**src/rtl/dmem_arbiter_pkg.sv**
```systemverilog
`default_nettype none
// ============================================================================
// Module      : dmem_arbiter_pkg
// Description : Shared definitions for the two-requester data-memory arbiter.
//               These are the RISC-V load/store width codes (func3), the
//               arbiter FSM state type, and helpers for byte enables, load
//               extension and command legality.
// Revision    : 1.0 - initial release
// ============================================================================
package dmem_arbiter_pkg;

    localparam logic [2:0] c_F3_B  = 3'd0;   // sb / lb
    localparam logic [2:0] c_F3_H  = 3'd1;   // sh / lh
    localparam logic [2:0] c_F3_W  = 3'd2;   // sw / lw
    localparam logic [2:0] c_F3_BU = 3'd4;   // lbu
    localparam logic [2:0] c_F3_HU = 3'd5;   // lhu

    typedef enum logic [1:0] {
        ST_IDLE  = 2'd0,
        ST_ISSUE = 2'd1,
        ST_RESP  = 2'd2
    } state_t;

    function automatic logic is_half(input logic [2:0] f3);
        return (f3 == c_F3_H) || (f3 == c_F3_HU);
    endfunction

    // Stores only exist for the signed width codes. lbu/lhu are load-only.
    function automatic logic f3_legal(input logic [2:0] f3, input logic we);
        case (f3)
            c_F3_B, c_F3_H, c_F3_W: return 1'b1;
            c_F3_BU, c_F3_HU:       return ~we;
            default:                return 1'b0;
        endcase
    endfunction

    function automatic logic [3:0] byte_en(input logic [2:0] f3, input logic [1:0] off);
        case (f3)
            c_F3_B, c_F3_BU: return 4'b0001 << off;
            c_F3_H, c_F3_HU: return 4'b0011 << off;
            default:         return 4'b1111;
        endcase
    endfunction

    // v is the memory word already shifted so the addressed byte sits in [7:0].
    function automatic logic [31:0] load_ext(input logic [2:0] f3, input logic [31:0] v);
        case (f3)
            c_F3_B:  return {{24{v[7]}}, v[7:0]};
            c_F3_H:  return {{16{v[15]}}, v[15:0]};
            c_F3_BU: return {24'd0, v[7:0]};
            c_F3_HU: return {16'd0, v[15:0]};
            default: return v;
        endcase
    endfunction

endpackage
`default_nettype wire

```
**src/rtl/dmem_arbiter_if.sv**
```systemverilog
`default_nettype none
// ============================================================================
// Module      : dmem_arbiter_if
// Description : Bundle of the arbiter's requester buses (m0, m1) and its
//               memory-side bus.
//               slave  - view taken by dmem_arbiter
//               master - view taken by the requesters and memory around it
// Ports       : mN_req/we/addr/wdata/func3 -> arbiter, mN_gnt/rvalid/rdata/err
//               <- arbiter, mem_en/we/addr/be/wdata <- arbiter, mem_rdata
//               -> arbiter
// Revision    : 1.0 - initial release
// ============================================================================
interface dmem_arbiter_if #(
    parameter int AddrWidth = 32,
    parameter int DataWidth = 32
);
    logic                 m0_req;
    logic                 m0_we;
    logic [AddrWidth-1:0] m0_addr;
    logic [DataWidth-1:0] m0_wdata;
    logic [2:0]           m0_func3;
    logic                 m0_gnt;
    logic                 m0_rvalid;
    logic [DataWidth-1:0] m0_rdata;
    logic                 m0_err;

    logic                 m1_req;
    logic                 m1_we;
    logic [AddrWidth-1:0] m1_addr;
    logic [DataWidth-1:0] m1_wdata;
    logic [2:0]           m1_func3;
    logic                 m1_gnt;
    logic                 m1_rvalid;
    logic [DataWidth-1:0] m1_rdata;
    logic                 m1_err;

    logic                 mem_en;
    logic                 mem_we;
    logic [AddrWidth-1:0] mem_addr;
    logic [3:0]           mem_be;
    logic [DataWidth-1:0] mem_wdata;
    logic [DataWidth-1:0] mem_rdata;

    modport slave (
        input  m0_req, m0_we, m0_addr, m0_wdata, m0_func3,
        output m0_gnt, m0_rvalid, m0_rdata, m0_err,
        input  m1_req, m1_we, m1_addr, m1_wdata, m1_func3,
        output m1_gnt, m1_rvalid, m1_rdata, m1_err,
        output mem_en, mem_we, mem_addr, mem_be, mem_wdata,
        input  mem_rdata
    );

    modport master (
        output m0_req, m0_we, m0_addr, m0_wdata, m0_func3,
        input  m0_gnt, m0_rvalid, m0_rdata, m0_err,
        output m1_req, m1_we, m1_addr, m1_wdata, m1_func3,
        input  m1_gnt, m1_rvalid, m1_rdata, m1_err,
        input  mem_en, mem_we, mem_addr, mem_be, mem_wdata,
        output mem_rdata
    );
endinterface
`default_nettype wire

```
**src/rtl/dmem_lane_fmt.sv**
```systemverilog
`default_nettype none
// ============================================================================
// Module      : dmem_lane_fmt
// Description : Combinational byte-lane formatter. It steers store data onto
//               the addressed lanes, generates the byte enables, and extracts
//               and extends load data from the memory word.
// Ports       : i_func3   - width code
//               i_off     - effective byte offset within the word
//               i_st_data - right-aligned store data
//               i_ld_raw  - memory read word
//               o_be      - byte enables
//               o_st_lane - lane-steered store data
//               o_ld_data - extended load data
// Revision    : 1.0 - initial release
// ============================================================================
module dmem_lane_fmt
    import dmem_arbiter_pkg::*;
(
    input  wire logic [2:0]  i_func3,
    input  wire logic [1:0]  i_off,
    input  wire logic [31:0] i_st_data,
    input  wire logic [31:0] i_ld_raw,
    output logic      [3:0]  o_be,
    output logic      [31:0] o_st_lane,
    output logic      [31:0] o_ld_data
);
    logic [4:0] w_shamt;

    assign w_shamt   = {i_off, 3'b000};
    assign o_be      = byte_en(i_func3, i_off);
    assign o_st_lane = i_st_data << w_shamt;
    assign o_ld_data = load_ext(i_func3, i_ld_raw >> w_shamt);
endmodule
`default_nettype wire

```
**src/rtl/dmem_arbiter.sv**
```systemverilog
`default_nettype none
// ============================================================================
// Module      : dmem_arbiter
// Description : Round-robin arbiter that gives two requesters access to one
//               32-bit data memory. Each access takes three cycles: grant in
//               IDLE, memory strobe in ISSUE, and response in RESP.
// Ports       : clk, rst (synchronous, active high)
//               bus (dmem_arbiter_if.slave) - requester and memory buses
// Config      : DMEM_ARB_MISALIGN_TRAP_EN - when defined, a misaligned
//               halfword (offset 3) or word (offset != 0) is rejected with err.
//               When undefined, the access is aligned down and performed.
// Revision    : 1.0 - initial release
// ============================================================================
module dmem_arbiter
    import dmem_arbiter_pkg::*;
#(
    parameter int AddrWidth = 32,
    parameter int DataWidth = 32
) (
    input wire logic       clk,
    input wire logic       rst,
    dmem_arbiter_if.slave  bus
);
    state_t               r_state;
    state_t               w_state_nxt;
    logic                 r_prio;      // requester that wins a tie
    logic                 r_sel;       // requester owning the current access
    logic                 r_we;
    logic [AddrWidth-1:0] r_addr;
    logic [DataWidth-1:0] r_wdata;
    logic [2:0]           r_func3;

    logic                 w_any;
    logic                 w_sel;
    logic                 w_legal;
    logic [1:0]           w_off;
    logic [3:0]           w_be;
    logic [31:0]          w_st_lane;
    logic [31:0]          w_ld_data;
    logic [31:0]          w_rsp_data;

    assign w_any = bus.m0_req | bus.m1_req;
    assign w_sel = (bus.m0_req & bus.m1_req) ? r_prio : bus.m1_req;

`ifdef DMEM_ARB_MISALIGN_TRAP_EN
    assign w_off   = r_addr[1:0];
    assign w_legal = f3_legal(r_func3, r_we)
                   && !(is_half(r_func3) && (r_addr[1:0] == 2'd3))
                   && !((r_func3 == c_F3_W) && (r_addr[1:0] != 2'd0));
`else
    // Misaligned accesses are aligned down to the nearest lane set that fits.
    always_comb begin
        w_off = r_addr[1:0];
        if (r_func3 == c_F3_W) begin
            w_off = 2'd0;
        end else if (is_half(r_func3) && (r_addr[1:0] == 2'd3)) begin
            w_off = 2'd2;
        end
    end
    assign w_legal = f3_legal(r_func3, r_we);
`endif

    dmem_lane_fmt u_lane_fmt (
        .i_func3   (r_func3),
        .i_off     (w_off),
        .i_st_data (r_wdata),
        .i_ld_raw  (bus.mem_rdata),
        .o_be      (w_be),
        .o_st_lane (w_st_lane),
        .o_ld_data (w_ld_data)
    );

    assign w_rsp_data = (w_legal && !r_we) ? w_ld_data : 32'd0;

    always_ff @(posedge clk) begin
        if (rst) begin
            r_state <= ST_IDLE;
            r_prio  <= 1'b0;
            r_sel   <= 1'b0;
            r_we    <= 1'b0;
            r_addr  <= '0;
            r_wdata <= '0;
            r_func3 <= 3'd0;
        end else begin
            r_state <= w_state_nxt;
            if ((r_state == ST_IDLE) && w_any) begin
                r_sel   <= w_sel;
                r_prio  <= ~w_sel;
                r_we    <= w_sel ? bus.m1_we    : bus.m0_we;
                r_addr  <= w_sel ? bus.m1_addr  : bus.m0_addr;
                r_wdata <= w_sel ? bus.m1_wdata : bus.m0_wdata;
                r_func3 <= w_sel ? bus.m1_func3 : bus.m0_func3;
            end
        end
    end

    // Next state and outputs. All outputs are forced to 0 while rst is high,
    // which also drops any response that is in flight.
    always_comb begin
        w_state_nxt   = r_state;
        bus.m0_gnt    = 1'b0;
        bus.m0_rvalid = 1'b0;
        bus.m0_rdata  = '0;
        bus.m0_err    = 1'b0;
        bus.m1_gnt    = 1'b0;
        bus.m1_rvalid = 1'b0;
        bus.m1_rdata  = '0;
        bus.m1_err    = 1'b0;
        bus.mem_en    = 1'b0;
        bus.mem_we    = 1'b0;
        bus.mem_addr  = '0;
        bus.mem_be    = 4'd0;
        bus.mem_wdata = '0;

        case (r_state)
            ST_IDLE:  if (w_any) w_state_nxt = ST_ISSUE;
            ST_ISSUE: w_state_nxt = ST_RESP;
            default:  w_state_nxt = ST_IDLE;
        endcase

        if (!rst) begin
            case (r_state)
                ST_IDLE: begin
                    if (w_any) begin
                        bus.m0_gnt = ~w_sel;
                        bus.m1_gnt = w_sel;
                    end
                end
                ST_ISSUE: begin
                    if (w_legal) begin
                        bus.mem_en    = 1'b1;
                        bus.mem_we    = r_we;
                        bus.mem_addr  = {r_addr[AddrWidth-1:2], 2'b00};
                        bus.mem_be    = w_be;
                        bus.mem_wdata = w_st_lane;
                    end
                end
                ST_RESP: begin
                    if (r_sel) begin
                        bus.m1_rvalid = 1'b1;
                        bus.m1_rdata  = w_rsp_data;
                        bus.m1_err    = ~w_legal;
                    end else begin
                        bus.m0_rvalid = 1'b1;
                        bus.m0_rdata  = w_rsp_data;
                        bus.m0_err    = ~w_legal;
                    end
                end
                default: ;
            endcase
        end
    end
endmodule
`default_nettype wire

```
**src/flat_wrapper.sv**
```systemverilog
// flat-port wrapper written by rule: the top's interface ports become plain ports
module dmem_arbiter_flat import dmem_arbiter_pkg::*;
#(
    parameter int AddrWidth = 32,
    parameter int DataWidth = 32
)
  (clk, rst, bus_m0_req, bus_m0_we, bus_m0_addr, bus_m0_wdata, bus_m0_func3, bus_m0_gnt, bus_m0_rvalid, bus_m0_rdata, bus_m0_err, bus_m1_req, bus_m1_we, bus_m1_addr, bus_m1_wdata, bus_m1_func3, bus_m1_gnt, bus_m1_rvalid, bus_m1_rdata, bus_m1_err, bus_mem_en, bus_mem_we, bus_mem_addr, bus_mem_be, bus_mem_wdata, bus_mem_rdata);
  dmem_arbiter_if #(.AddrWidth(AddrWidth), .DataWidth(DataWidth)) bus_i ();
  input wire logic clk;
  input wire logic rst;
  input wire logic [$bits(bus_i.m0_req)-1:0] bus_m0_req;
  input wire logic [$bits(bus_i.m0_we)-1:0] bus_m0_we;
  input wire logic [$bits(bus_i.m0_addr)-1:0] bus_m0_addr;
  input wire logic [$bits(bus_i.m0_wdata)-1:0] bus_m0_wdata;
  input wire logic [$bits(bus_i.m0_func3)-1:0] bus_m0_func3;
  output wire logic [$bits(bus_i.m0_gnt)-1:0] bus_m0_gnt;
  output wire logic [$bits(bus_i.m0_rvalid)-1:0] bus_m0_rvalid;
  output wire logic [$bits(bus_i.m0_rdata)-1:0] bus_m0_rdata;
  output wire logic [$bits(bus_i.m0_err)-1:0] bus_m0_err;
  input wire logic [$bits(bus_i.m1_req)-1:0] bus_m1_req;
  input wire logic [$bits(bus_i.m1_we)-1:0] bus_m1_we;
  input wire logic [$bits(bus_i.m1_addr)-1:0] bus_m1_addr;
  input wire logic [$bits(bus_i.m1_wdata)-1:0] bus_m1_wdata;
  input wire logic [$bits(bus_i.m1_func3)-1:0] bus_m1_func3;
  output wire logic [$bits(bus_i.m1_gnt)-1:0] bus_m1_gnt;
  output wire logic [$bits(bus_i.m1_rvalid)-1:0] bus_m1_rvalid;
  output wire logic [$bits(bus_i.m1_rdata)-1:0] bus_m1_rdata;
  output wire logic [$bits(bus_i.m1_err)-1:0] bus_m1_err;
  output wire logic [$bits(bus_i.mem_en)-1:0] bus_mem_en;
  output wire logic [$bits(bus_i.mem_we)-1:0] bus_mem_we;
  output wire logic [$bits(bus_i.mem_addr)-1:0] bus_mem_addr;
  output wire logic [$bits(bus_i.mem_be)-1:0] bus_mem_be;
  output wire logic [$bits(bus_i.mem_wdata)-1:0] bus_mem_wdata;
  input wire logic [$bits(bus_i.mem_rdata)-1:0] bus_mem_rdata;
  assign bus_i.m0_req = bus_m0_req;
  assign bus_i.m0_we = bus_m0_we;
  assign bus_i.m0_addr = bus_m0_addr;
  assign bus_i.m0_wdata = bus_m0_wdata;
  assign bus_i.m0_func3 = bus_m0_func3;
  assign bus_m0_gnt = bus_i.m0_gnt;
  assign bus_m0_rvalid = bus_i.m0_rvalid;
  assign bus_m0_rdata = bus_i.m0_rdata;
  assign bus_m0_err = bus_i.m0_err;
  assign bus_i.m1_req = bus_m1_req;
  assign bus_i.m1_we = bus_m1_we;
  assign bus_i.m1_addr = bus_m1_addr;
  assign bus_i.m1_wdata = bus_m1_wdata;
  assign bus_i.m1_func3 = bus_m1_func3;
  assign bus_m1_gnt = bus_i.m1_gnt;
  assign bus_m1_rvalid = bus_i.m1_rvalid;
  assign bus_m1_rdata = bus_i.m1_rdata;
  assign bus_m1_err = bus_i.m1_err;
  assign bus_mem_en = bus_i.mem_en;
  assign bus_mem_we = bus_i.mem_we;
  assign bus_mem_addr = bus_i.mem_addr;
  assign bus_mem_be = bus_i.mem_be;
  assign bus_mem_wdata = bus_i.mem_wdata;
  assign bus_i.mem_rdata = bus_mem_rdata;
  dmem_arbiter #(.AddrWidth(AddrWidth), .DataWidth(DataWidth)) u_core (.clk(clk), .rst(rst), .bus(bus_i));
endmodule
```
**config.mk**
```make
export PLATFORM = sky130hd
export DESIGN_NAME = dmem_arbiter_flat
export DESIGN_NICKNAME = d
export VERILOG_FILES = /design/src/rtl/dmem_arbiter_pkg.sv /design/src/rtl/dmem_arbiter_if.sv /design/src/rtl/dmem_lane_fmt.sv /design/src/rtl/dmem_arbiter.sv /design/src/flat_wrapper.sv
export SDC_FILE = /design/constraint.sdc
export NUM_CORES = 1
export LEC_CHECK = 0
export BUFFER_PORTS_ARGS = -buffer_cell sky130_fd_sc_hd__buf_2
export CORE_AREA = 2 2 124 126
export DETAILED_ROUTE_END_ITERATION = 10
export DIE_AREA = 0 0 126 128
export GPL_TIMING_DRIVEN = 0
export PLACE_DENSITY = 0.68
export SYNTH_ARGS = -nofsm -noshare
export SYNTH_HDL_FRONTEND = slang
export SYNTH_SLANG_ARGS = --single-unit
```
**constraint.sdc**
```tcl
create_clock -name clk -period 4.3 [get_ports clk]
set_clock_uncertainty 0.05 [all_clocks]
set_input_delay 0.645 -clock clk [delete_from_list [all_inputs] [get_ports clk]]
set_output_delay 0.645 -clock clk [all_outputs]
set_load 0.01 [all_outputs]
```
==> out/summary.txt <==
P_leak -> 3.43 nW
Post-detail-place hpwl -> 18.1 mm
Max Slew Vio Count -> 0
CP top delay family -> compound AO/OA/AOI/OAI gates
Footprint of the multi-input gates -> 0.00340 sq mm
Vias in the first global route -> 6281
Ant. Diodes -> 0
Switching Share -> 0.343
Rel. slew slack -> 0.301
Critical Path AT -> 2750 ps
Fraction of layout cells with a size suffix above 1 -> 0.380
Synth-to-Final Area Change -> 39.5%
Detailed-route DRC error count -> 0
VDD IR max -> 0.230 mV
Highest Clock Rate -> 290 MHz
Post-synth ARST share -> 0
Core Box Area -> 0.0149 sq mm
Hold WC Path Type -> register to register
CTS Hold Bufs -> 0
Worst-Skew Late Latency -> 330 ps
DR vias/cell -> 5.93
Setup crit end kind -> primary output
Sink Count -> 72
Pin count of the biggest net entering global routing -> 13
CTS tree -> yes
Placement row count -> 45
DRT Pass-1 Iters -> 9
Drt wl/cell -> 20.2 microns
Min Tclk post-route -> 3450 ps
Mapped Cells -> 655
Post-CTS Resized -> 0
Clock share of power -> 0.336
Flop pwr share -> 0.359
Htree depth -> 3
Total wire length -> 23.6 mm
Setup_tns -> 0 ps
Commonest non-fill, non-tap cell in the layout -> buf_2
Post-CTS Setup Repair Bufs -> 0
Area contributors post-synth -> dfxtp_1 (28%), a222oi_1 (10%), nor2_1 (5.8%)
#FFs+latches synth -> 72
Cell mode on critical path -> buf_2
Initial core utilization -> 0.352
Most frequent cells in the layout -> buf_2 (321), nor2_1 (81), dfxtp_1 (72)
Pint -> 1.44 mW
EDFF count, synth -> 0
# fillers -> 1550
DIE AREA -> 0.0161 sq mm
Crit-path max FO -> 10
Post-synthesis sequential area ratio -> 0.276
Final ANT Viol Nets -> 0
Initial DRC count -> 986
Worst-path clk slew -> 60 ps
CTS Root Cell -> clkbuf_16
Status -> finished clean
Final Wtd Congestion -> 0.913
RSZ-0062 raised after global routing -> false
Worst-Margin Slew -> 1040 ps
Register area -> 0.00144 sq mm
Crit path largest cell delay -> 570 ps
Yosys warns -> 0
Port bufs -> 308
Worst Path Buf+Inv -> 3
Critical path's slowest cell -> a22oi_1
Vias -> 6916
Final instance area -> 0.00730 sq mm
Synthesized area -> 0.00523 sq mm
Overall fraction of global-route tracks in use -> 0.273
Avg Cell Area, Syn -> 7.98 sq um
Synth top area share -> 0.276
Post-place setup slack -> 1090 ps
P_sw -> 0.752 mW
Final setup margin -> 851 ps
Worst EP required -> 3610 ps
Nets@finish -> 1147
Pwr dens -> 301 mW/mm^2
Combinational power share -> 0.305
Finished Core Util -> 0.491
First-pass GRT wire length -> 34.8 mm
Setup-failing EPs final -> 0
Netlist cell types -> 56
Type of the worst setup path -> register to primary output
Synth area leader -> dfxtp_1
Crit-path cells -> clkbuf_1 > nor3b_1 > o211ai_1 > a22oi_1 > buf_2 > a31oi_1 > buf_2
Final count of hold timing violations -> 0
Num ports -> 312
CP Launch Type -> register
Maximum Capacitance Violations -> 0
Number of antenna violations at the first check in global routing -> 0
Die X -> 126 microns
Clock buffer depth -> 2
Final period utilization -> 0.802
TritonCTS buffer count -> 9
Top FF cell, synth -> dfxtp_1
Die Y -> 128 microns
Grt ovf -> 0
Post-DP Area -> 0.00701 sq mm
flip-flops by register name, summed over array words and instances, names as in the netlist:
| register | cells |
|---|---|
| u_core.r_addr | 32 |
| u_core.r_wdata | 32 |
| u_core.r_func3 | 3 |
| u_core.r_state | 2 |
| u_core.r_prio | 1 |
| u_core.r_sel | 1 |
| u_core.r_we | 1 |
worst paths after layout:
| path | startpoint | end | slack, ps | cells past startpoint |
|---|---|---|---|---|
| max | u_core.r_func3[2]$_SDFFE_PP0P_ | bus_m1_rdata[10] | 850 | 7 |
| max reg2reg | u_core.r_state[1]$_SDFFE_PP0P_ | u_core.r_addr[0]$_SDFFE_PP0P_ | 2210 | 6 |
| min | u_core.r_addr[31]$_SDFFE_PP0P_ | u_core.r_addr[31]$_SDFFE_PP0P_ | 430 | 1 |
| min reg2reg | u_core.r_addr[31]$_SDFFE_PP0P_ | u_core.r_addr[31]$_SDFFE_PP0P_ | 430 | 1 |
synthesized netlist by cell type, drive strengths merged, types with 2 or more instances:
| library cell | n |
|---|---|
| a21o | 3 |
| mux4 | 7 |
| o211ai | 4 |
| o22ai | 9 |
| a22oi | 2 |
| nor2b | 15 |
| a21boi | 16 |
| a222oi | 54 |
| a221o | 5 |
| mux2i | 10 |
| nand2 | 60 |
| o21ai | 12 |
| o311ai | 5 |
| and2 | 32 |
| clkbuf | 51 |
| a31oi | 14 |
| and3 | 26 |
| nand3 | 14 |
| nor3b | 6 |
| inv | 3 |
| nand4b | 9 |
| or3b | 2 |
| nor2 | 81 |
| o2111ai | 5 |
| buf | 29 |
| nor3 | 13 |
| a21oi | 30 |
| a211oi | 21 |
| dfxtp | 72 |
| or2 | 3 |
| a221oi | 16 |
| nand2b | 8 |
| a311oi | 8 |
metal layers:
metal / share of wire / GRT usage / wire length (microns) / vias to the layer above
met2: 0.48 / 0.474 / 11400 / 472
met5: 0 / 0 / 0 / -
li1: - / - / - / 3168
met1: 0.39 / 0.339 / 9200 / 3213
met3: 0.092 / 0.0392 / 2170 / 63
met4: 0.035 / 0.114 / 817 / 0
cell families (layout without fill, tap and decap cells):
| group | after synthesis | in the layout | share of synthesized area |
|---|---|---|---|
| buf+inv | 84 | 407 | 0.0758 |
| other cells | 1 | 2 | 0.000717 |
| mux | 17 | 17 | 0.0507 |
| compound gates | 207 | 207 | 0.327 |
| flops | 72 | 72 | 0.276 |
| simple gates | 274 | 274 | 0.270 |
per-stage QoR:
step	hold slack [ps]	cells	power, mW
6_report	429	1167	2.19
3_5_place_dp	419	1152	1.45
4_1_cts	430	1167	2.19
5_1_grt	440	1167	2.29
3_3_place_gp	407	1152	1.45
2_1_floorplan	390	656	1.19
layout make-up:
class | instances | area share
multi-input combinational | 500 | 0.465
timing repair buffer | 308 | 0.211
sequential | 72 | 0.197
buffer | 80 | 0.0523
tap | 188 | 0.0322
clock buffer | 10 | 0.0314
clock inverter | 5 | 0.00806
inverter | 4 | 0.00206
power by group through the flow:
stage          logic [mW]  clock network (mW)  registers, mW
5_1_grt             0.725               0.773          0.792
3_3_place_gp        0.654                   0          0.797
6_report            0.670               0.737          0.787
2_1_floorplan       0.418                   0          0.775
3_5_place_dp        0.658                   0          0.796
4_1_cts             0.661               0.744          0.783
Power figures use the tool's default switching activity.
